File: config.mk
export PLATFORM = sky130hd
export DESIGN_NAME = op_stack
export DESIGN_NICKNAME = d
export VERILOG_FILES = /design/src/rtl/op_stack.sv
export SDC_FILE = /design/constraint.sdc
export NUM_CORES = 1
export LEC_CHECK = 0
export CORE_AREA = 2 2 118 120
export DETAILED_ROUTE_END_ITERATION = 8
export DIE_AREA = 0 0 120 122
export MAX_ROUTING_LAYER = met4
export PLACE_DENSITY_LB_ADDON = 0.25
export SYNTH_ARGS = -nofsm -noshare
export SYNTH_HDL_FRONTEND = slang
export SYNTH_SLANG_ARGS = --single-unit
File: constraint.sdc
create_clock -name clk -period 3.17 [get_ports clk]
set_input_delay 0.634 -clock clk [delete_from_list [all_inputs] [get_ports clk]]
set_output_delay 0.634 -clock clk [all_outputs]
set_load 0.01 [all_outputs]
File: src/rtl/op_stack.sv
// LIFO operand stack feeding the A/B operand registers of the stack CPU.
// Registered read port, combinational status from the stack pointer, and sticky error flags.
module op_stack #(
  parameter int WIDTH = 8,
  parameter int DEPTH = 16
) (
  input  logic                     clk,
  input  logic                     rst,
  input  logic                     push,
  input  logic                     pop,
  input  logic                     tos,
  input  logic [WIDTH-1:0]         din,
  output logic [WIDTH-1:0]         dout,
  output logic [$clog2(DEPTH):0]   count,
  output logic                     empty,
  output logic                     full,
  output logic                     ovf,
  output logic                     unf
);

  localparam int AW = $clog2(DEPTH);
  localparam int SW = AW + 1;

  logic [WIDTH-1:0] r_mem [DEPTH];
  logic [SW-1:0]    r_sp;
  logic [WIDTH-1:0] r_dout;
  logic             r_ovf;
  logic             r_unf;

  logic          w_empty;
  logic          w_full;
  logic [AW-1:0] w_top_idx;
  logic [AW-1:0] w_wr_idx;
  logic          w_rd;
  logic          w_replace;
  logic          w_do_push;
  logic          w_do_pop;
  logic          w_ovf_evt;
  logic          w_unf_evt;

  assign w_empty   = (r_sp == '0);
  assign w_full    = (r_sp == SW'(DEPTH));
  // Low AW bits wrap DEPTH to 0, so top index at full is still DEPTH-1.
  assign w_top_idx = r_sp[AW-1:0] - AW'(1);
  assign w_wr_idx  = r_sp[AW-1:0];

  assign w_rd      = (pop | tos) & ~w_empty;
  assign w_replace = push & pop & ~w_empty;
  assign w_do_push = push & ~w_replace & ~w_full;
  assign w_do_pop  = pop & ~push & ~w_empty;
  assign w_ovf_evt = push & ~w_replace & w_full;
  assign w_unf_evt = (pop | tos) & w_empty;

  // Storage is intentionally not reset; entries at or above sp are never read.
  always_ff @(posedge clk) begin
    if (w_replace) begin
      r_mem[w_top_idx] <= din;
    end else if (w_do_push) begin
      r_mem[w_wr_idx] <= din;
    end
  end

  always_ff @(posedge clk or posedge rst) begin
    if (rst) begin
      r_sp   <= '0;
      r_dout <= '0;
      r_ovf  <= 1'b0;
      r_unf  <= 1'b0;
    end else begin
      if (w_do_push) begin
        r_sp <= r_sp + SW'(1);
      end else if (w_do_pop) begin
        r_sp <= r_sp - SW'(1);
      end
      if (w_rd) begin
        r_dout <= r_mem[w_top_idx];
      end
      if (w_ovf_evt) begin
        r_ovf <= 1'b1;
      end
      if (w_unf_evt) begin
        r_unf <= 1'b1;
      end
    end
  end

  assign dout  = r_dout;
  assign count = r_sp;
  assign empty = w_empty;
  assign full  = w_full;
  assign ovf   = r_ovf;
  assign unf   = r_unf;

endmodule

==> results of run 1 <==
[layout by cell type, fill, tap and decap left out, types with 11 or more instances in the layout]
master           synthesis  routed
dfrtp_1                 15      15
a22oi_1                 16      16
nor2_1                  35      35
a31oi_1                 13      13
edfxtp_1               128     128
clkdlybuf4s50_1          0      29
buf_4                    1      21
mux4_1                  21      21
clkbuf_16                0      17
mux4_2                  11      11
[registers in the layout, indices dropped and copies added (netlist names)]
| signal | flops |
|---|---|
| count | 5 |
| ovf | 1 |
| r_mem | 128 |
| unf | 1 |
| dout | 8 |
[report_power, final]
part | internal, uW | switching (uW) | leakage (uW)
clock network | 1240 | 744 | 0.000289
logic | 1380 | 1540 | 0.000807
registers | 2410 | 153 | 0.00133
total | 5030 | 2430 | 0.00243
[worst max path at each step]
stage | startpoint | endpoint | slack [ns] | cells after the start
3_3_place_gp | pop | r_mem[8][2] | 0.43 | 8
2_1_floorplan | count[0] | r_mem[10][0] | 0.39 | 9
5_1_grt | count[0] | r_mem[8][2] | 0.14 | 9
4_1_cts | count[0] | empty | 0.26 | 4
3_5_place_dp | pop | r_mem[1][7] | 0.36 | 8
6_report | count[0] | empty | 0.26 | 4
[through the flow]
| step | cell area (um2) | utilization, % |
|---|---|---|
| global placement | 6480 | 48.0 |
| finish | 7080 | 52.4 |
| global route | 7080 | 52.4 |
| floorplan | 5870 | - |
| CTS | 7080 | 52.4 |
| detailed placement | 6480 | 48.0 |
[synthesized netlist by cell type, drive strengths merged]
| cell | instances |
|---|---|
| nand4bb | 1 |
| clkinv | 1 |
| a31o | 1 |
| inv | 7 |
| clkbuf | 5 |
| fa | 1 |
| xor2 | 3 |
| nand2b | 1 |
| xnor2 | 5 |
| ha | 5 |
| a31oi | 13 |
| mux4 | 32 |
| o211ai | 1 |
| a22oi | 16 |
| o221ai | 2 |
| buf | 7 |
| nor4b | 1 |
| nand2 | 2 |
| and2 | 1 |
| nor2 | 35 |
| dfrtp | 15 |
| nor3 | 8 |
| a32oi | 2 |
| mux2i | 2 |
| o21ai | 3 |
| o21a | 1 |
| and3b | 1 |
| edfxtp | 128 |
| a21o | 2 |
| a21oi | 2 |
[metal layers]
metal  vias up  share of wire [%]
met1      1539                 44
met2       119                 48
met4         0                1.5
met3        11                6.1
li1       1375                  -
met5         -                  0
[critical path: stages, from the launching register on]
cell             delay (ns)
dfrtp_1                0.39
clkinv_1               0.18
ha_1                   0.27
nor4b_4                0.40
clkdlybuf4s50_1        0.62
[kinds of logic (layout without fill, tap and decap cells)]
logic type,after synthesis,after routing,share of synthesized area (%)
and+or+nand+nor,50,50,4.01
adders and majority gates,6,6,1.41
DFF,143,143,71.9
AOI/OAI and AO/OA,43,43,5.35
xor gates and xnor gates,8,8,1.51
muxes,34,34,14.0
buffers and inverters,20,91,1.88
[area by class of cell]
cell class / count / area, um2
Inverter: 8 / 30.0
Multi-Input combinational cell: 141 / 1540
Timing Repair Buffer: 51 / 468
Tap cell: 180 / 225
Clock buffer: 19 / 433
Sequential cell: 143 / 4220
Clock inverter: 13 / 164
Fill cell: 1048 / 6420
==> flow_summary.yaml, run 1 <==
status:
  outcome: "finished, final reports clean"
yosys:
  synth_area_um2: 5870
  synth-seq-cells: 143
  synth_cells: 304
  synth.area.top_cells: "edfxtp_1, mux4_1, dfrtp_1, mux4_2, nor2_1"
  synth_nets: 323
  synth_cell_type_count: 36
  synth_area_per_cell_um2: 19.3
  synth_area_leader_cell: "edfxtp_1"
  yosys_warnings: 0
  seq_area_frac_synth_pct: 71.9
  post-synth-top-area-fraction_pct: 65.5
detailed_routing:
  viasPerCell: 5.48
  wire_per_inst_um: 21.1
  vias: 3044
  first_iter_violations: 269
  drt_wl_total_mm: 11.7
  drt_first_pass_iters: 4
  drc_errors: 0
  drtAntennaViolNets: 0
die:
  io_pins: 30
  die-area_um2: 14600
  row_count: 43
  die_x_um: 120
  dieHeight_um: 122
  initial_core_util_pct: 43.5
  core_area_um2: 13500
final_layout:
  diodes: 0
  drive_above_1_share_pct: 17.9
  area_growth_pct: 20.6
  fin_cells: 555
  num-nets-final: 381
cts:
  cts_made_buffers: 17
  clockBufferDepth: 2
  cts-root-buf: "clkbuf_16"
  htree_levels: 4
  cts_setup_buffers: 0
  tritoncts: "done"
  ctsResizeCount: 0
  cts-hold-fix-buffers: 0
  clk_pin_slew_ns: 0.06
  clock_latency_ns: 0.41
  clock-sinks: 143
grt:
  grt_pass1_wl_mm: 18.0
  antenna_found_initial: 0
  grt_max_degree: 37
  grt_overflow: 0
  first_global_vias: 3108
  grt_usage_pct: 17.8
  grt-busiest-layer: "met2"
  met3_usage_pct: 4.68
  grt_use_met2_pct: 26.8
  use_met1_pct: 23.4
setup_path:
  r2r_start: "count[0]"
  cp-start-kind: "flip-flop"
  critPathKind: "reg -> out"
  reg2reg_to: "r_mem[2][4]"
  crit_arrival_ns: 2.27
  ff2ff_path_depth: 9
  worstSetupEndpointType: "output pin"
  rrSetupSlack_ns: 0.39
  critPathRequiredTime_ns: 2.54
  worstPathMaxFanout: 10
timing:
  fmax_mhz: 344
  drv_slew: 0
  rsz0062_at_grt: "no"
  min_period_ns: 2.91
  fin_crit_sh_pct: 91.7
  finalHoldWorstSlack_ns: 0.467
  tns_ns: 0
  slew_headroom_pct: 57.1
  finClkSkew_ns: 0.00770
  hold_viol: 0
  setup_ws_ns: 0.262
  tightest_slew_ns: 0.641
  setup_viol: 0
hold_path:
  hp-start: "unf"
  whs_path_depth: 1
  min_path_type: "reg -> reg"
  min_to: "unf"
power_and_ir_drop:
  p_leak_uw: 0.00243
  powerDensity_nw_per_um2: 1050
  ir_drop_mv: 0.588
  power_uw: 7460
placed_design:
  hpwl_mm: 7.51
  dp_cells: 523
  routabilityCongestion: 0.905
  place_ws_ns: 0.361
  port_buffers: 29
run:
  maxCapViolations: 0
Note: power is estimated with default switching activity, not from simulation.
==> run 2: changes to the inputs <==
--- a/config.mk
+++ b/config.mk
@@ -5,9 +5,10 @@
 export SDC_FILE = /design/constraint.sdc
 export NUM_CORES = 1
 export LEC_CHECK = 0
-export CORE_AREA = 2 2 118 120
+export CORE_AREA = 4 4 120 122
 export DETAILED_ROUTE_END_ITERATION = 8
-export DIE_AREA = 0 0 120 122
+export DIE_AREA = 0 0 124 126
+export GPL_TIMING_DRIVEN = 0
 export MAX_ROUTING_LAYER = met4
 export PLACE_DENSITY_LB_ADDON = 0.25
 export SYNTH_ARGS = -nofsm -noshare
==> constraint.sdc (replaced) <==
create_clock -name clk -period 3.17 [get_ports clk]
set_input_delay 0.634 -clock clk [delete_from_list [all_inputs] [get_ports clk]]
set_output_delay 0.634 -clock clk [all_outputs]
set_load 0.05 [all_outputs]
==> run 2 against run 1 <==
Net effect: worst hold slack worse by 0.0012 ns; critical path depth is 3 higher; cell count decreased by 1.8%; highest routed layer unchanged; routed wire length down 0.93%; clock power down 7%; largest power group unchanged; worst setup slack lost 0.26 ns; maximum frequency fell by 8.1%; non-clock buffer count fell by 6; register-to-register slack worse by 0.39 ns; clock-buffer cell count down 1.
==> flow_summary.yaml, run 2 (synthesis results as in run 1) <==
setup_path:
  critPathKind: "reg -> reg"
  crit_arrival_ns: 3.20
  worstPathCellList: "buf_2, clkinv_2, ha_1, clkbuf_1, clkbuf_2, a31oi_1, nor2_2"
  slowest_delay_ns: 0.53
  crit_buf_inv: 4
  critPathRequiredTime_ns: 3.20
  slowest_stage: "nor2_2"
  cp-start-kind: "flip-flop"
  worstPathMaxFanout: 10
  crit_family: "buffers and inverters"
  worstSetupEndpointType: "flip-flop"
cts:
  clockBufferDepth: 2
  clk_pin_slew_ns: 0.06
  tritoncts: "done"
  cts_made_buffers: 17
  clock-sinks: 143
  cts-root-buf: "clkbuf_16"
  clock_latency_ns: 0.40
  htree_levels: 4
placed_design:
  routabilityCongestion: 0.807
  hpwl_mm: 7.61
  dpl_cell_area_um2: 6380
  dp_cells: 509
  port_buffers: 29
final_layout:
  num-nets-final: 375
  drive_above_1_share_pct: 19.8
  fin_cells: 545
  multi_input_area_um2: 1620
  area_growth_pct: 20.4
  largest_reg_flops: 128
  final_cell_mix: "edfxtp_1, clkdlybuf4s50_1, mux4_1"
  final_area_um2: 7070
  finish.utilization_pct: 53.6
  largest-register: "r_mem"
  diodes: 0
  register_area_um2: 4220
  layout_commonest_cell: "edfxtp_1"
  fillers: 1016
power_and_ir_drop:
  ir_drop_mv: 0.492
  p_leak_uw: 0.00236
  power_uw: 7730
  powerDensity_nw_per_um2: 1090
timing:
  finClkSkew_ns: 0.00750
  min_period_ns: 3.17
  setup_viol: 0
  tightest_slew_ns: 0.929
  fmax_mhz: 316
  fin_crit_sh_pct: 99.9
  drv_slew: 0
  rsz0062_at_grt: "yes"
  hold_viol: 0
  slew_headroom_pct: 37.7
detailed_routing:
  drtAntennaViolNets: 0
  viasPerCell: 5.41
  first_iter_violations: 341
  drc_errors: 0
  vias: 2946
  drt_wl_total_mm: 11.6
  wire_per_inst_um: 21.3
  drt_first_pass_iters: 5
status:
  outcome: "finished, final reports clean"
die:
  io_pins: 30
  die_x_um: 124
  core_area_um2: 13200
  die-area_um2: 15600
  row_count: 42
  initial_core_util_pct: 44.5
  dieHeight_um: 126
run:
  maxCapViolations: 0
grt:
  grt_usage_pct: 16.3
  grt_pass1_wl_mm: 17.8
  first_global_vias: 3093
  grt_overflow: 0
  antenna_found_initial: 0
  grt_max_degree: 17
hold_path:
  min_path_type: "reg -> reg"
[run 2: worst paths after layout]
| kind | slack, ns | cells after the start | end | start |
|---|---|---|---|---|
| setup / recovery | 0.004 | 7 | r_mem[5][0] | count[0] |
| hold / removal | 0.47 | 1 | ovf | ovf |
| setup reg to reg | 0.004 | 7 | r_mem[5][0] | count[0] |
| hold reg to reg | 0.47 | 1 | ovf | ovf |
| max in group asynchronous | 2.14 | 2 | count[1] | rst |
| min in group asynchronous | 0.61 | 2 | count[4] | rst |
[run 2: final cells by class]
type,count,area share (%)
Multi-Input combinational cell,141,22.9
Timing Repair Buffer,33,4.85
Sequential cell,143,59.7
Clock buffer,18,6.07
Clock inverter,14,1.77
Tap cell,176,3.12
Inverter,8,0.443
Buffer,12,1.15
[run 2: where the power goes]
part           switching (uW)  total (uW)  internal [uW]
Sequential                118        2530           2410
Clock                     697        1840           1140
Combinational            1960        3360           1400
Total                    2780        7730           4950
[run 2: metrics by stage]
step,setup slack [ns],setup TNS [ns],hold slack (ns)
floorplan,0.00607,0,0.535
global placement,-0.282,-26.11,0.454
detailed placement,-0.285,-30.08,0.455
CTS,-0.158,-2.35,0.467
global route,-0.158,-10.67,0.489
finish,0.00418,0,0.466
[run 2: layer usage]
metal  vias to the layer above  wire (um)  global-route usage, %
met5                         -          0                      -
met4                         0         59                   5.86
met3                         2        557                   3.54
met2                        83       5840                   24.6
met1                      1489       5150                   22.2
li1                       1372          -                      -
[run 2: timing repair]
action	CTS	global route
gates resized for setup	18	9
pin swaps	0	4
setup buffers	0	4
setup endpoints to repair	130	126
gates cloned	0	0
hold buffers	0	0
==> run 3: changes to the inputs <==
--- a/config.mk
+++ b/config.mk
@@ -5,12 +5,16 @@
 export SDC_FILE = /design/constraint.sdc
 export NUM_CORES = 1
 export LEC_CHECK = 0
+export CAP_MARGIN = 40
+export CELL_PAD_IN_SITES_DETAIL_PLACEMENT = 1
+export CELL_PAD_IN_SITES_GLOBAL_PLACEMENT = 1
 export CORE_AREA = 4 4 120 122
 export DETAILED_ROUTE_END_ITERATION = 8
 export DIE_AREA = 0 0 124 126
 export GPL_TIMING_DRIVEN = 0
 export MAX_ROUTING_LAYER = met4
 export PLACE_DENSITY_LB_ADDON = 0.25
+export SKIP_CTS_REPAIR_TIMING = 1
 export SYNTH_ARGS = -nofsm -noshare
 export SYNTH_HDL_FRONTEND = slang
 export SYNTH_SLANG_ARGS = --single-unit
==> run 3 against run 2 <==
Net effect: sequential cell count stayed put; critical path depth is 1 lower; combinational power increased by 9.2%; cell count is 1.3% higher; clock-buffer cell count unchanged; die area is the same; worst setup slack better by 0.076 ns; power increased by 8.0%; routed wire length increased by 16%; critical path type unchanged; largest cell class unchanged.
==> flow_summary.yaml, run 3 (synthesis results as in run 1) <==
timing:
  setup_viol: 0
  hold_viol: 0
  fmax_mhz: 324
  rsz0062_at_grt: "yes"
  slew_headroom_pct: 34.3
  fin_crit_sh_pct: 97.5
  setup_ws_ns: 0.0797
  tns_ns: 0
  drv_slew: 0
  tightest_slew_ns: 0.981
  finClkSkew_ns: 0.00696
  min_period_ns: 3.09
detailed_routing:
  drt_first_pass_iters: 4
  drt_wl_total_mm: 13.5
  viasPerCell: 5.68
  drc_errors: 0
  drtAntennaViolNets: 0
  first_iter_violations: 239
  wire_per_inst_um: 24.4
  vias: 3134
final_layout:
  largest-register: "r_mem"
  layout_commonest_cell: "edfxtp_1"
  diodes: 0
  register_area_um2: 4220
  largest_reg_flops: 128
  fillers: 1178
  final_area_um2: 7290
  final_cell_mix: "edfxtp_1, clkdlybuf4s50_1, mux4_1"
  num-nets-final: 383
  multi_input_area_um2: 1690
  finish.utilization_pct: 55.3
  area_growth_pct: 24.2
  drive_above_1_share_pct: 23.7
cts:
  clock_latency_ns: 0.42
  cts_made_buffers: 17
  tritoncts: "done"
  clock-sinks: 143
  cts-root-buf: "clkbuf_16"
  clockBufferDepth: 2
  htree_levels: 4
  clk_pin_slew_ns: 0.06
die:
  row_count: 42
  initial_core_util_pct: 44.5
  io_pins: 30
  core_area_um2: 13200
  die_x_um: 124
  die-area_um2: 15600
  dieHeight_um: 126
setup_path:
  slowest_delay_ns: 0.84
  crit_buf_inv: 3
  r2r_start: "count[0]"
  critPathKind: "reg -> reg"
  startpoint: "count[0]"
  crit_arrival_ns: 3.19
  worstPathCellList: "buf_2, clkinv_2, ha_1, clkbuf_2, a31oi_1, nor2_2"
  reg2reg_to: "r_mem[12][1]"
  worstPathMaxFanout: 10
  crit_family: "compound AO/OA/AOI/OAI gates"
  cp-start-kind: "flip-flop"
  slowest_stage: "a31oi_1"
  rrSetupSlack_ns: 0.08
  ff2ff_path_depth: 6
  critPathRequiredTime_ns: 3.27
  worstSetupEndpointType: "flip-flop"
grt:
  antenna_found_initial: 0
  grt_max_degree: 17
  grt_overflow: 0
  grt_usage_pct: 19.0
  first_global_vias: 3300
  grt_pass1_wl_mm: 20.4
power_and_ir_drop:
  power_uw: 8340
  ir_drop_mv: 0.411
  powerDensity_nw_per_um2: 1140
  p_leak_uw: 0.00248
hold_path:
  whs_path_depth: 1
  hp-start: "unf"
  min_path_type: "reg -> reg"
  min_to: "unf"
status:
  outcome: "finished, final reports clean"
placed_design:
  port_buffers: 29
  dpl_cell_area_um2: 6400
  routabilityCongestion: 0.772
  place_ws_ns: -0.410
  hpwl_mm: 8.62
run:
  maxCapViolations: 0
run 3: worst register-to-register path: cells and delay by family (launching register included):
family / cells / cell delay [ns]
AOI/OAI and AO/OA: 1 / 0.84
adders and majority gates: 1 / 0.53
DFF: 1 / 0.36
and+or+nand+nor: 1 / 0.31
buffers and inverters: 3 / 0.73
run 3: final cells by class:
type                            count  share of cell area (%)
Tap cell                          176                    3.02
Clock inverter                     13                    2.68
Sequential cell                   143                    57.9
Multi-Input combinational cell    141                    23.1
Inverter                            8                   0.429
Clock buffer                       18                    5.89
Buffer                             11                    1.08
Timing Repair Buffer               42                    5.90
run 3: worst max-delay path by stage:
stage	end	cells after the start
3_5_place_dp	r_mem[3][7]	7
5_1_grt	r_mem[13][3]	9
6_report	r_mem[12][1]	6
4_1_cts	r_mem[9][3]	7
2_1_floorplan	count[4]	12
3_3_place_gp	r_mem[1][4]	7
run 3: metal layers:
metal,global-route usage [%],part of all wire [%]
met5,-,0
met4,9.73,3.9
met3,3.95,4.9
met2,27.0,48
met1,25.9,43
run 3: report_power, final:
part	switching, uW	internal, uW
Sequential	133	2410
Combinational	2160	1510
Clock	748	1380
run 3: through the flow:
stage	std cells	hold WS, ns
after floorplan	304	0.535
after detailed placement	511	0.454
after global placement	509	0.454
after global routing	552	0.485
final	552	0.462
after CTS	542	0.468
